===== config.mk =====
export PLATFORM = sky130hd
export DESIGN_NAME = jk_sync_down_counter
export DESIGN_NICKNAME = d
export VERILOG_FILES = /design/src/rtl/jk_cnt_pkg.sv /design/src/rtl/jk_ff_sync.sv /design/src/rtl/jk_sync_down_counter.sv
export SDC_FILE = /design/constraint.sdc
export NUM_CORES = 1
export LEC_CHECK = 0
export CAP_MARGIN = 25
export CELL_PAD_IN_SITES_DETAIL_PLACEMENT = 2
export CELL_PAD_IN_SITES_GLOBAL_PLACEMENT = 2
export CORE_AREA = 8 8 45 47
export CTS_BUF_LIST = sky130_fd_sc_hd__clkbuf_8
export CTS_CLUSTER_SIZE = 14
export DETAILED_ROUTE_END_ITERATION = 10
export DIE_AREA = 0 0 53 55
export GPL_ROUTABILITY_DRIVEN = 0
export HOLD_SLACK_MARGIN = 0.12
export PLACE_DENSITY = 0.67
export RECOVER_POWER = 100
export SLEW_MARGIN = 40
export SYNTH_ARGS = -nofsm -noshare
export SYNTH_HDL_FRONTEND = slang
export SYNTH_SLANG_ARGS = --single-unit

===== constraint.sdc =====
create_clock -name clk -period 1.35 [get_ports clk]
set_input_delay 0.27 -clock clk [delete_from_list [all_inputs] [get_ports clk]]
set_output_delay 0.27 -clock clk [all_outputs]
set_load 0.02 [all_outputs]

===== src/rtl/jk_cnt_pkg.sv =====
// rtl/jk_cnt_pkg.sv - shared JK encodings, default width and command helpers for the JK down counter
package jk_cnt_pkg;

  // {J,K} pair as seen at a JK flip-flop input
  typedef enum logic [1:0] {
    JK_HOLD   = 2'b00,
    JK_RESET  = 2'b01,
    JK_SET    = 2'b10,
    JK_TOGGLE = 2'b11
  } jk_cmd_e;

  localparam int DEFAULT_CNT_WIDTH = 3;

  // Force a flop to a given value regardless of its current state.
  function automatic jk_cmd_e jk_force_cmd(input logic bit_val);
    return bit_val ? JK_SET : JK_RESET;
  endfunction

  // Toggle when asked, otherwise hold.
  function automatic jk_cmd_e jk_toggle_cmd(input logic do_toggle);
    return do_toggle ? JK_TOGGLE : JK_HOLD;
  endfunction

endpackage


===== src/rtl/jk_ff_sync.sv =====
// rtl/jk_ff_sync.sv - single JK flip-flop with synchronous active-low reset
module jk_ff_sync
  import jk_cnt_pkg::*;
(
  input  logic clk,
  input  logic reset,
  input  logic J,
  input  logic K,
  output logic Q
);

  logic q_q;
  logic q_d;

  always_comb begin
    q_d = q_q;
    case (jk_cmd_e'({J, K}))
      JK_HOLD:   q_d = q_q;
      JK_RESET:  q_d = 1'b0;
      JK_SET:    q_d = 1'b1;
      JK_TOGGLE: q_d = ~q_q;
      default:   q_d = q_q;
    endcase
  end

  always_ff @(posedge clk) begin
    if (!reset) begin
      q_q <= 1'b0;
    end else begin
      q_q <= q_d;
    end
  end

  assign Q = q_q;

endmodule


===== src/rtl/jk_sync_down_counter.sv =====
// rtl/jk_sync_down_counter.sv - synchronous JK down counter with load and borrow; JK_DOWN_AUTORELOAD_EN adds underflow reload
module jk_sync_down_counter
  import jk_cnt_pkg::*;
#(
  parameter int WIDTH = DEFAULT_CNT_WIDTH
) (
  input  logic             clk,
  input  logic             reset,
  input  logic             en,
  input  logic             load,
  input  logic [WIDTH-1:0] load_val,
  output logic [WIDTH-1:0] count,
  output logic             zero,
  output logic             borrow
);

  logic [WIDTH-1:0] count_q;
  logic [WIDTH-1:0] j_d;
  logic [WIDTH-1:0] k_d;
  logic             borrow_q;
  logic             borrow_d;
  logic             underflow;
  logic             low_zero;

  assign underflow = en & ~load & (count_q == '0);

`ifdef JK_DOWN_AUTORELOAD_EN
  logic [WIDTH-1:0] reload_q;
  logic [WIDTH-1:0] reload_d;

  always_comb begin
    reload_d = reload_q;
    if (load) begin
      reload_d = load_val;
    end
  end

  always_ff @(posedge clk) begin
    if (!reset) begin
      reload_q <= '1;
    end else begin
      reload_q <= reload_d;
    end
  end
`endif

  // A down count toggles bit i once every lower bit is already zero.
  always_comb begin
    j_d      = '0;
    k_d      = '0;
    low_zero = 1'b1;
    for (int i = 0; i < WIDTH; i++) begin
      if (load) begin
        {j_d[i], k_d[i]} = jk_force_cmd(load_val[i]);
`ifdef JK_DOWN_AUTORELOAD_EN
      end else if (underflow) begin
        {j_d[i], k_d[i]} = jk_force_cmd(reload_q[i]);
`endif
      end else begin
        {j_d[i], k_d[i]} = jk_toggle_cmd(en & low_zero);
      end
      low_zero = low_zero & ~count_q[i];
    end
  end

  for (genvar g = 0; g < WIDTH; g++) begin : g_bit
    jk_ff_sync u_ff (
      .clk   (clk),
      .reset (reset),
      .J     (j_d[g]),
      .K     (k_d[g]),
      .Q     (count_q[g])
    );
  end

  always_comb begin
    borrow_d = underflow;
  end

  always_ff @(posedge clk) begin
    if (!reset) begin
      borrow_q <= 1'b0;
    end else begin
      borrow_q <= borrow_d;
    end
  end

  assign count  = count_q;
  assign zero   = (count_q == '0);
  assign borrow = borrow_q;

endmodule


[Yosys cells after proc, flatten, opt, wreduce, memory -nomap -nowiden]
Index checks and enable logic that the tools add are counted.
Storage, ports and cells
  bits in registers: 4
  input bits: 7
  output and inout port bits: 5
  logic and storage cells: 41
Cells by class
  equal/unequal tests: 9
  muxes and demuxes: 15
  bitwise gates (word level): 9
  reductions and logical operators: 4
Operator list (number)
  equality test 2 bit (second input constant): 6
  two-way mux 2 bit: 6
  one-hot mux 1 bit (3 select lines): 3
  equality test 2 x 1 -> 1 bit (second input constant): 3
  zero test 2 bit: 3
  two-way mux 1 bit: 6
  bitwise AND 1 bit: 5
  inverter 1 bit: 4
  zero test 3 bit: 1

[Longest topological paths before layout]
Gate-level depths: netlist (run 1).
  word-level depth: 7
  mapped depth: 3
  gate-level depth less buffers: 3

[Modules after synthesis]
A second synthesis (run 1) with hierarchy kept.
Second synthesis, totals
  cell total of the unflattened synthesis: 23
  area total of the unflattened synthesis: 207.7 um^2
Modules (own cells, without submodules)
  jk_sync_down_counter: times used 1, cells an instance 14, area each 106.4 um^2, seq. area each 20.0 um^2
  jk_ff_sync: times used 3, cells an instance 3, area each 33.8 um^2, seq. area each 20.0 um^2

[Worst setup path after synthesis (run 1)]
OpenSTA, ideal clock, no wires.
  kind: register to register
  start point: register g_bit[0].u_ff.q_q
  end point: register borrow_q, in the netlist borrow
  setup time: 0.061 ns
  arrival time: 1.165 ns
  data required time: 1.289 ns
  path slack: 0.124 ns
  cell stages (with the launch flop): 3
  buffers on the path: 0
  clock period less this slack: 1.226 ns
  cell sequence: dfxtp_1 nor3_1 and4_2
On the way
  longest elaborated chain between the ends: 2
Ends and longest elaborated chain
  start, declared: line jk_ff_sync.sv:12  | logic q_q;
  start signal, assigned: line jk_ff_sync.sv:30  | q_q <= q_d;
  zero test 3 bit
  net zero: line jk_sync_down_counter.sv:13  | output logic zero,
  bitwise AND 1 bit: line jk_sync_down_counter.sv:25  | assign underflow = en & ~load & (count_q == '0);
  end signal, assigned: line jk_sync_down_counter.sv:84  | borrow_q <= borrow_d;
  end, declared: line jk_sync_down_counter.sv:20  | logic borrow_q;
The timed path passes the listed nets, and every way through them passes these cells.
A chain may end at the register's enable or synchronous reset.

[Worst setup path in the final report (run 1)]
  start point: register g_bit[1].u_ff.q_q
  end point: output port zero
On the way
  longest elaborated chain between the ends: 1
Ends and longest elaborated chain
  start, declared: line jk_ff_sync.sv:12
  start signal, assigned: line jk_ff_sync.sv:30
  zero test 3 bit: line jk_sync_down_counter.sv:89  | assign zero = (count_q == '0);
  end, declared: line jk_sync_down_counter.sv:13
Every way passes these cells.

==> impl_metrics.tcl, run 1 <==
set metrics [dict create \
    cts.hold.buffers_added 0 \
    numCtsBuffers 3 \
    grt_pass1_wl_mm 1.255 \
    cap_violations 0 \
    slew_headroom 0.8447 \
    grt_max_degree 6 \
    first_pass_iters 1 \
    synthCells 21 \
    power_density_nw_per_um2 1288 \
    finClkSkew_ps 0.9419 \
    drive_gt1_frac 0.3333 \
    grt-ovfl-total 0 \
    worstMarginPinSlew_ps 231.9 \
    syn_area_um2 200.2 \
    critical_path_peak_fanout 2 \
    worstSetupStartpointType "flip-flop" \
    ir_drop_v 0.0002352 \
    io_buffer_count 11 \
    p_leak_nw 0.1662 \
    worstSetupPathType "flip-flop to primary output" \
    crit_path_end_kind "primary output" \
    outcome "finished, final reports clean" \
    clk_pin_slew_ps 30 \
    dr.first_iter.drc_count 0 \
    worstHoldPathType "flip-flop to flip-flop" \
    grt_usage 0.06506 \
    die_w_um 53 \
    final.period_utilization 0.9756 \
    antenna_found_initial 0 \
    cts_tree "done" \
    hold_ws_ps 701.6 \
    drc 0 \
    top_level_ports 12 \
    die-height_um 55 \
    ant_nets 0 \
    num_rows 14 \
    ys_seq_area_frac 0.4000 \
    grt_pass1_vias 262 \
    finalHoldViolCount 0 \
    ys_ff_latch 4 \
    syn_nets 28 \
    num_vias 211 \
    drt_wl_total_um 797 \
    h-tree-depth 1 \
    crit_required_ps 1080 \
    slew_viol_final 0 \
    antennaDiodeCount 0 \
    rsz0062_at_grt "false" \
    fin_setup_tns_ps 0 \
    min_period_ps 1317 \
    cts-root-buf "clkbuf_8" \
    fmax_mhz 759.3 \
    cts-root-to-sink-buffers 2 \
    insertion_delay_ps 220 \
    cts.sinks 4 \
    synth_cell_type_count 12 \
    setup_viol_count_final 0 \
    core_area_um2 1384 \
    fin_nets 45 \
    area_growth_pct 90.62 \
    fp.dieArea_um2 2915 \
    routed_via_density 4.058 \
    initial_core_util 0.1447 \
    ys.warnings.count 0 \
    avgSynthCellArea_um2 9.533 \
    worstPathArrival_ps 1050 \
    wl_per_cell_um 15.33 \
]
==> metal layers <==
layer | vias to the layer above | share of wire | global-route usage
li1 | 100 | - | -
met1 | 100 | 0.37 | 0.05175
met2 | 11 | 0.54 | 0.1094
met3 | 0 | 0.084 | 0.02941
met4 | 0 | 0 | 0.07759
met5 | - | 0 | 0
==> where the power goes <==
group,internal (mW),switching [mW],leakage [nW]
logic,0.0560,0.0495,0.111
registers,0.128,0.00739,0.0332
clock network,0.190,0.0607,0.0216
==> layout by cell type, fill, tap and decap left out, drive strengths merged <==
master         count
nand2b             1
a21oi              2
nor3b              1
xnor2              2
inv                2
o21ai              2
clkbuf             3
buf                4
dfxtp              4
nor3               1
and4               1
o311a              1
clkdlybuf4s50      4
dlygate4sd3        2
clkdlybuf4s15      2
a21boi             1
dlygate4sd2        3
==> state kept, by name (all words and copies together), names as in the netlist <==
signal	cells
borrow	1
g_bit.u_ff.Q	3
==> synthesized netlist by cell type (all sizes together) <==
library cell	n	area, um2
a21boi	1	7.510
dfxtp	4	80.08
nor3	1	5.000
a21oi	2	10.01
inv	2	7.510
buf	3	22.52
nor3b	1	12.51
nand2b	1	6.260
o311a	1	11.26
and4	1	10.01
xnor2	2	17.52
o21ai	2	10.01
==> kinds of logic (layout without fill, tap and decap cells) <==
family / after synthesis / in the layout / synth area share
XOR/XNOR: 2 / 2 / 0.08752
AND/OR/NAND/NOR: 4 / 4 / 0.1687
AO/OA/AOI/OAI: 6 / 6 / 0.1938
flip-flops: 4 / 4 / 0.4000
buffers and inverters: 5 / 20 / 0.1500
==> critical path: stages, from the launching register on <==
cell and delay (ps):
dfxtp_1 320, nor3_2 220, clkdlybuf4s15_2 290
==> layout make-up <==
cell class,instances,area (um2)
clock buffers,3,41.29
fillers,164,1002
inverters,2,7.507
multi-input cells,12,95.09
flip-flops and latches,4,80.08
well taps,16,20.02
repair buffers,15,137.6
==> repair_timing <==
item / CTS / global route
endpoints found under the setup margin: 5 / 1
gates resized for setup: 9 / 1
buffers inserted: 0 / 0
==> path summary, 6_finish.rpt <==
kind	cells past startpoint	start	slack (ps)	end
worst max-delay path	2	g_bit[1].u_ff.Q	30	zero
worst min-delay path	2	g_bit[1].u_ff.Q	700	borrow
worst max register to register	4	g_bit[1].u_ff.Q	260	g_bit[2].u_ff.Q
worst min register to register	2	g_bit[1].u_ff.Q	700	borrow
==> through the flow <==
stage	setup slack, ps	cell area, um2	util	std cells	power, mW
3_3_place_gp	-61.72	337.8	0.2441	49	0.2427
3_5_place_dp	-167.0	337.8	0.2441	49	0.2486
4_1_cts	-2.457	380.4	0.2749	52	0.5010
6_report	32.92	381.6	0.2758	52	0.4916
2_1_floorplan	123.9	200.2	-	21	0.1901
5_1_grt	10.17	381.6	0.2758	52	0.5155
Note: power is estimated with default switching activity, not from simulation.
==> inputs of run 2 (changes only) <==
- PLACE_DENSITY: 0.67 -> 0.69
- clock period: 1.35 -> 1.2 ns (I/O delays scaled with it)
==> impl_metrics.tcl, run 2 (synthesis results as in run 1) <==
set metrics [dict create \
    min_period_ps 1154 \
    crit_required_ps 960 \
    drive_gt1_frac 0.4595 \
    finalHoldViolCount 0 \
    core_area_um2 1384 \
    critPathTopFamily "flip-flops" \
    grt_pass1_vias 265 \
    io_buffer_count 11 \
    slew_headroom 0.8564 \
    grt_max_degree 6 \
    fp.dieArea_um2 2915 \
    worstSetupStartpointType "flip-flop" \
    dr.first_iter.drc_count 2 \
    rr_worst_depth 4 \
    place_ws_ps -195.7 \
    final_cell_mix "6 x buf_4, 4 x clkdlybuf4s50_1, 3 x clkbuf_8" \
    hpwl_um 551.2 \
    antenna_found_initial 0 \
    cp_slowest_cell "dfxtp_1" \
    first_pass_iters 2 \
    cts_tree "done" \
    final_area_um2 395.4 \
    crit_path_max_incr_delay_ps 370 \
    die_w_um 53 \
    ant_nets 0 \
    fmax_mhz 866.2 \
    min_to "g_bit[0].u_ff.Q" \
    setup_viol_count_final 0 \
    layout_commonest_cell "buf_4" \
    wl_per_cell_um 13.49 \
    r2r_setup_slack_ps 170 \
    worst_slack_ps 45.54 \
    critical_path_peak_fanout 3 \
    rsz0062_at_grt "true" \
    crit_chain "clkdlybuf4s15_1" \
    grt_usage 0.05738 \
    largest_register_ffs 3 \
    numCtsBuffers 3 \
    drc 0 \
    grt-ovfl-total 0 \
    h-tree-depth 1 \
    worstSetupPathType "flip-flop to primary output" \
    grt_pass1_wl_mm 1.131 \
    cts-root-buf "clkbuf_8" \
    area_growth_pct 97.50 \
    clk_pin_slew_ps 30 \
    cts.sinks 4 \
    outcome "finished, final reports clean" \
    routed_via_density 4.000 \
    insertion_delay_ps 220 \
    hold_depth 4 \
    fin_nets 46 \
    die-height_um 55 \
    critPathBufInv 1 \
    r2r_end "g_bit[1].u_ff.Q" \
    top_level_ports 12 \
    antennaDiodeCount 0 \
    slew_viol_final 0 \
    final.period_utilization 0.9620 \
    drt_wl_total_um 715 \
    reg2reg_from "g_bit[0].u_ff.Q" \
    worstPathArrival_ps 910 \
    initial_core_util 0.1447 \
    num_vias 212 \
    worstHoldStart "en" \
    cp_num_cells 1 \
    num_rows 14 \
    p_leak_nw 0.1777 \
    finClkSkew_ps 2.764 \
    cap_violations 0 \
    crit_path_end_kind "primary output" \
    cts-root-to-sink-buffers 2 \
    worstMarginPinSlew_ps 216.3 \
    worstHoldPathType "input port to flip-flop" \
    cts.hold.buffers_added 0 \
    placed_cell_area_um2 350.3 \
    ir_drop_v 0.0003015 \
    power_density_nw_per_um2 1421 \
]
==> run 2: changes by cell type in the layout (fill, tap and decap cells not counted), sizes merged <==
cell,delta
buf,+2
clkbuf,+1
dlygate4sd2,-2
dlygate4sd3,-1
dlymetal6s2s,+1
==> run 2: how the worst max path moves through the flow <==
stage                          end  slack, ps       startpoint
after floorplan             borrow        180  g_bit[0].u_ff.Q
after global placement        zero       -150  g_bit[0].u_ff.Q
after global routing          zero       -0.9  g_bit[1].u_ff.Q
final                     count[2]         50  g_bit[2].u_ff.Q
after CTS                 count[2]        0.5  g_bit[2].u_ff.Q
after detailed placement      zero       -200  g_bit[0].u_ff.Q
==> run 2: cell type report <==
type	instances	area (um2)
clock buffers	3	41.29
fillers	161	988.4
inverters	2	7.507
multi-input cells	12	101.3
flip-flops and latches	4	82.58
well taps	16	20.02
repair buffers	16	142.6
==> run 2: report_power, final <==
part | total [mW] | switching, mW | internal (mW)
Combinational | 0.124 | 0.0548 | 0.0687
Clock | 0.284 | 0.0705 | 0.214
Sequential | 0.154 | 0.00868 | 0.145
==> run 2: layer usage <==
| metal | part of all wire | up-vias | track usage |
|---|---|---|---|
| li1 | - | 102 | - |
| met1 | 0.36 | 101 | 0.04863 |
| met2 | 0.56 | 9 | 0.09570 |
| met3 | 0.080 | 0 | 0.03209 |
| met4 | 0 | 0 | 0.05172 |
| met5 | 0 | - | 0 |
==> run 2: what timing repair did <==
item | in CTS | in global routing
endpoints found under the setup margin | 5 | 4
resized for setup | 13 | 6
setup buffers | 0 | 0
==> run 2: worst register-to-register path: stages, from the launching register on <==
cell      delay [ps]
dfxtp_2          320
buf_4            150
inv_1             40
a21boi_0          70
o311a_2          330
==> run 2: through the flow <==
stage / hold slack [ps] / power, mW / instances / utilization / setup TNS, ps
after floorplan: 378.4 / 0.2164 / 21 / - / 0
after global placement: 645.8 / 0.2790 / 50 / 0.2532 / -635.2
after detailed placement: 674.0 / 0.2835 / 50 / 0.2532 / -801.8
after CTS: 668.7 / 0.5710 / 53 / 0.2803 / 0
after global routing: 554.7 / 0.6034 / 53 / 0.2857 / -0.9298
final: 521.2 / 0.5619 / 53 / 0.2857 / 0
